$ cat src/rtl/instr_fetch_pkg.sv
// rtl/instr_fetch_pkg.sv - shared definitions for the instruction fetch sequencer
//
// Purpose: fetch FSM state encoding and default address/data widths and reset PC
//          used by instr_fetch and pc_reg.
// Ports:   none (package).
package instr_fetch_pkg;

  typedef enum logic [1:0] {
    ST_IDLE = 2'd0,
    ST_REQ  = 2'd1,
    ST_LOAD = 2'd2
  } fetch_state_t;

  localparam int          AW_DEF       = 16;
  localparam int          DW_DEF       = 16;
  localparam logic [15:0] RESET_PC_DEF = 16'h0000;

endpackage

$ cat src/rtl/instr_fetch_pc_reg.sv
// rtl/instr_fetch_pc_reg.sv - program counter register with load and increment
//
// Purpose: AW-bit PC register. load has priority over inc; increment wraps mod 2^AW.
// Ports:
//   clk    in   system clock
//   rst_b  in   asynchronous reset, active low (PC <= RESET_PC)
//   load   in   load PC from ld_val
//   ld_val in   AW-bit load value
//   inc    in   post-increment PC
//   pc     out  current PC
module pc_reg
  import instr_fetch_pkg::*;
#(
  parameter int            AW       = AW_DEF,
  parameter logic [AW-1:0] RESET_PC = AW'(RESET_PC_DEF)
) (
  input  logic          clk,
  input  logic          rst_b,
  input  logic          load,
  input  logic [AW-1:0] ld_val,
  input  logic          inc,
  output logic [AW-1:0] pc
);

  logic [AW-1:0] pc_d;
  logic [AW-1:0] pc_q;

  always_comb begin
    pc_d = pc_q;
    if (load) begin
      pc_d = ld_val;
    end else if (inc) begin
      pc_d = pc_q + AW'(1);
    end
  end

  always_ff @(posedge clk or negedge rst_b) begin
    if (!rst_b) begin
      pc_q <= RESET_PC;
    end else begin
      pc_q <= pc_d;
    end
  end

  assign pc = pc_q;

endmodule

$ cat src/rtl/instr_fetch.sv
// rtl/instr_fetch.sv - fetch sequencer filling the instruction register
//
// Purpose: on fetch_go (in IDLE) reads the word at PC over a req/ack handshake,
//          presents it on ir_in with a one-cycle ir_en strobe, then post-increments PC.
//          pc_load redirects PC in any state and aborts an outstanding request.
//          A request with no ack for TIMEOUT cycles ends with a one-cycle fetch_err.
// Ports:
//   clk, rst_b           clock, asynchronous active-low reset
//   fetch_go             start one fetch (sampled in IDLE only)
//   pc_load, pc_in       PC redirect
//   mem_req, mem_addr    read request level and address (= PC)
//   mem_ack, mem_rdata   one-cycle read response
//   ir_en, ir_in         IR load strobe and registered instruction word
//   pc_out               current PC
//   busy                 high outside IDLE
//   fetch_err            one-cycle timeout pulse
module instr_fetch
  import instr_fetch_pkg::*;
#(
  parameter int            AW       = AW_DEF,
  parameter int            DW       = DW_DEF,
  parameter logic [AW-1:0] RESET_PC = AW'(RESET_PC_DEF),
  parameter int            TIMEOUT  = 15
) (
  input  logic          clk,
  input  logic          rst_b,
  input  logic          fetch_go,
  input  logic          pc_load,
  input  logic [AW-1:0] pc_in,
  output logic          mem_req,
  output logic [AW-1:0] mem_addr,
  input  logic          mem_ack,
  input  logic [DW-1:0] mem_rdata,
  output logic          ir_en,
  output logic [DW-1:0] ir_in,
  output logic [AW-1:0] pc_out,
  output logic          busy,
  output logic          fetch_err
);

  // Last REQ cycle before giving up: mem_req is high for exactly TIMEOUT cycles.
  localparam logic [7:0] TMO_LAST = 8'(TIMEOUT - 1);

  fetch_state_t  state_d, state_q;
  logic [7:0]    cnt_d, cnt_q;
  logic [DW-1:0] ir_in_d, ir_in_q;
  logic          fetch_err_d, fetch_err_q;
  logic          pc_inc;
  logic [AW-1:0] pc;

  always_comb begin
    state_d     = state_q;
    cnt_d       = cnt_q;
    ir_in_d     = ir_in_q;
    fetch_err_d = 1'b0;
    unique case (state_q)
      ST_IDLE: begin
        // A redirect in the same cycle suppresses the fetch request.
        if (!pc_load && fetch_go) begin
          state_d = ST_REQ;
          cnt_d   = 8'd0;
        end
      end
      ST_REQ: begin
        if (pc_load) begin
          // Abort: any simultaneous ack is dropped.
          state_d = ST_IDLE;
        end else if (mem_ack) begin
          ir_in_d = mem_rdata;
          state_d = ST_LOAD;
        end else if (cnt_q == TMO_LAST) begin
          fetch_err_d = 1'b1;
          state_d     = ST_IDLE;
        end else begin
          cnt_d = cnt_q + 8'd1;
        end
      end
      ST_LOAD: begin
        state_d = ST_IDLE;
      end
      default: begin
        state_d = ST_IDLE;
      end
    endcase
  end

  always_ff @(posedge clk or negedge rst_b) begin
    if (!rst_b) begin
      state_q     <= ST_IDLE;
      cnt_q       <= 8'd0;
      ir_in_q     <= '0;
      fetch_err_q <= 1'b0;
    end else begin
      state_q     <= state_d;
      cnt_q       <= cnt_d;
      ir_in_q     <= ir_in_d;
      fetch_err_q <= fetch_err_d;
    end
  end

  // Redirect always wins; otherwise PC advances at the end of the LOAD cycle.
  assign pc_inc = (state_q == ST_LOAD);

  pc_reg #(
    .AW       (AW),
    .RESET_PC (RESET_PC)
  ) u_pc_reg (
    .clk    (clk),
    .rst_b  (rst_b),
    .load   (pc_load),
    .ld_val (pc_in),
    .inc    (pc_inc),
    .pc     (pc)
  );

  assign mem_req   = (state_q == ST_REQ);
  assign mem_addr  = pc;
  assign ir_en     = (state_q == ST_LOAD);
  assign ir_in     = ir_in_q;
  assign pc_out    = pc;
  assign busy      = (state_q != ST_IDLE);
  assign fetch_err = fetch_err_q;

endmodule
$ cat config.mk
export PLATFORM = sky130hd
export DESIGN_NAME = instr_fetch
export DESIGN_NICKNAME = d
export VERILOG_FILES = /design/src/rtl/instr_fetch_pkg.sv /design/src/rtl/instr_fetch_pc_reg.sv /design/src/rtl/instr_fetch.sv
export SDC_FILE = /design/constraint.sdc
export NUM_CORES = 1
export LEC_CHECK = 0
export ABC_AREA = 0
export BUFFER_PORTS_ARGS = -buffer_cell sky130_fd_sc_hd__buf_2
export CORE_ASPECT_RATIO = 0.8
export CORE_MARGIN = 2
export CORE_UTILIZATION = 44
export DETAILED_ROUTE_END_ITERATION = 8
export PLACE_DENSITY = 0.8
export SETUP_SLACK_MARGIN = 0.05
export SYNTH_ARGS = -nofsm -noshare
export SYNTH_HDL_FRONTEND = slang
export SYNTH_SLANG_ARGS = --single-unit
$ cat constraint.sdc
create_clock -name clk -period 1.8 [get_ports clk]
set_input_delay 0.27 -clock clk [delete_from_list [all_inputs] [get_ports clk]]
set_output_delay 0.27 -clock clk [all_outputs]
set_load 0.005 [all_outputs]
==> impl_metrics.tcl <==
set metrics [dict create \
    status "complete, no violations" \
    dp_slack_ns 0.08178 \
    area_delta_synth_final_pct 24.63 \
    die_area_um2 5938 \
    n_antenna_cell 0 \
    clock_latency_ns 0.29 \
    p_leak_nw 1.433 \
    power.density_nw_per_um2 868.4 \
    antenna_found_initial 0 \
    numCtsBuffers 5 \
    hold_viol 0 \
    grt_usage_pct 17.27 \
    ant_nets 0 \
    routed_via_density 5.279 \
    synth_edf_count 0 \
    yosys_most_used_dff "dfrtp_1" \
    tightest_slew_ns 0.5295 \
    die_h_um 69.33 \
    crit_path_end_kind "flip-flop" \
    fmax_mhz 569.6 \
    dpl.hpwl_um 3700 \
    whs_ns 0.1901 \
    drv_cap 0 \
    gr-total-overflow 0 \
    stdcell_count 362 \
    htree_levels 2 \
    ys_ff_latch 43 \
    irDropWorstVdd_mv 0.4792 \
    grt_max_degree 32 \
    synth_cells 215 \
    fillers 444 \
    nets 340 \
    die_x_um 85.66 \
    synthDistinctLibCells 50 \
    cts_tree "done" \
    crit_required_ns 1.98 \
    power_w 0.002540 \
    io_pins 89 \
    cp_max_fo 3 \
    worstPathArrival_ns 1.93 \
    crit_chain "ha_2, and4b_4, a211o_1, a211o_1, a211o_1" \
    skew_ns 0.008304 \
    yosysWarnings 0 \
    grt_pass1_wl_um 8121 \
    finalSetupViolations 0 \
    syn-cell-area_um2 2347 \
    hp-class "in2reg" \
    row_count 23 \
    drc 0 \
    avgSynthCellArea_um2 10.92 \
    slew_headroom_pct 64.70 \
    vias 1911 \
    grt_pass1_vias 1755 \
    path_class "reg2reg" \
    dp_cells 353 \
    final_common_cell "buf_2" \
    post_drt_wl_per_cell_um 13.64 \
    cts_sinks 43 \
    cp_slowest_cell "dfrtp_1" \
    portBuffers 88 \
    fin_crit_ns 1.756 \
    drive_gt1_share_pct 43.67 \
    drt_wl_total_um 4938 \
    final_max_slew_viol_count 0 \
    fin_crit_sh_pct 97.53 \
    most-common-layout-cells "buf_2 (88), dfrtp_1 (42), nand2_1 (16)" \
    ys_seq_area_share_pct 45.84 \
    cp_common_cell "a211o_1" \
    core_um2 5065 \
    drtPass1Iterations 4 \
    start_util_pct 46.34 \
    max-clock-path-buffers 2 \
    globalplace.congestion 0.8431 \
    rsz0062_at_grt "yes" \
    clk_pin_slew_worst_paths_ns 0.08 \
    startpoint_type "flip-flop" \
    drt_iter0_markers 71 \
    async_reset_ff_share_pct 100.0 \
    synth_nets 255 \
    crit_path_max_incr_delay_ns 0.39 \
    fin_ws_ns 0.04439 \
    cts-root-buf "clkbuf_8" \
]
## metrics by stage
| stage | area [um2] | utilization (%) | TNS, ns |
|---|---|---|---|
| global route | 2925 | 57.76 | -0.01766 |
| global placement | 2795 | 55.19 | 0 |
| floorplan | 2347 | - | 0 |
| finish | 2925 | 57.76 | 0 |
| detailed placement | 2795 | 55.19 | 0 |
| CTS | 2908 | 57.41 | 0 |
## cells in the mapped netlist, drive strengths merged, types with 3 or more instances
cell type,n,area [um2]
and2,3,18.77
xor2,7,61.31
dfrtp,43,1076
and4,3,26.28
a31oi,6,37.54
nor2,7,26.28
inv,5,18.77
mux2,17,229.0
ha,3,37.54
nor3,3,15.01
a21oi,5,25.02
and3,5,31.28
o21ai,16,80.07
xnor2,3,26.28
nand4,6,37.54
a211o,3,26.28
nand2,16,60.06
mux2i,3,30.03
buf,22,165.1
nand3,10,55.05
## timing repair
action	CTS	global route
endpoints found under the setup margin	0	4
hold buffers	1	0
gates resized for setup	0	4
endpoints found under the hold margin	22	0
setup buffers	0	1
## worst max-delay path: cells and delay by family (launching register included)
kind	cells	cell delay, ns
DFF	1	0.39
AOI/OAI and AO/OA	3	0.88
adders and majority gates	1	0.18
and+or+nand+nor	1	0.21
## cell families after synthesis
| family | after synthesis | share of synthesized area, % |
|---|---|---|
| adders and majority gates | 3 | 1.599 |
| DFF | 43 | 45.84 |
| and+or+nand+nor | 68 | 17.43 |
| buffers and inverters | 30 | 8.315 |
| AOI/OAI and AO/OA | 41 | 12.05 |
| muxes | 20 | 11.03 |
| xor gates and xnor gates | 10 | 3.732 |
## final cells by class
type	instances	area [um2]	share of cell area, %
Sequential cell	43	1077	36.83
Timing Repair Buffer	102	560.5	19.16
Inverter	6	22.52	0.7699
Clock inverter	1	30.03	1.027
Tap cell	62	77.57	2.652
Multi-Input combinational cell	142	1085	37.08
Clock buffer	6	72.57	2.481
## per-layer routing
metal  track usage [%]  vias to the layer above  wire [um]
met5                 0                        -          0
met4             5.467                        0         76
met3             4.524                        9        361
met2             26.04                       75       2188
met1             24.31                      896       2312
li1                  -                      931          -
## final timing paths
check	start	end	slack, ns	depth (start not counted)
min in group asynchronous	rst_b	u_pc_reg.pc[11]$_DFFE_PN0P_	0.49	2
worst max register to register	cnt_q[1]$_DFFE_PN0P_	cnt_q[3]$_DFFE_PN0P_	0.04	5
worst min-delay path	pc_in[10]	u_pc_reg.pc[10]$_DFFE_PN0P_	0.19	3
worst min register to register	ir_in[2]$_DFFE_PN0P_	ir_in[2]$_DFFE_PN0P_	0.49	1
worst max-delay path	cnt_q[1]$_DFFE_PN0P_	cnt_q[3]$_DFFE_PN0P_	0.04	5
max in group asynchronous	rst_b	state_q[0]$_DFFE_PN0P_	0.80	3
## report_power, final
group / internal, W / switching, W / leakage, nW
combinational: 0.000352 / 0.000249 / 0.849
clock: 0.000406 / 0.000295 / 0.0513
sequential: 0.00112 / 0.000116 / 0.533
Power figures use the tool's default switching activity.
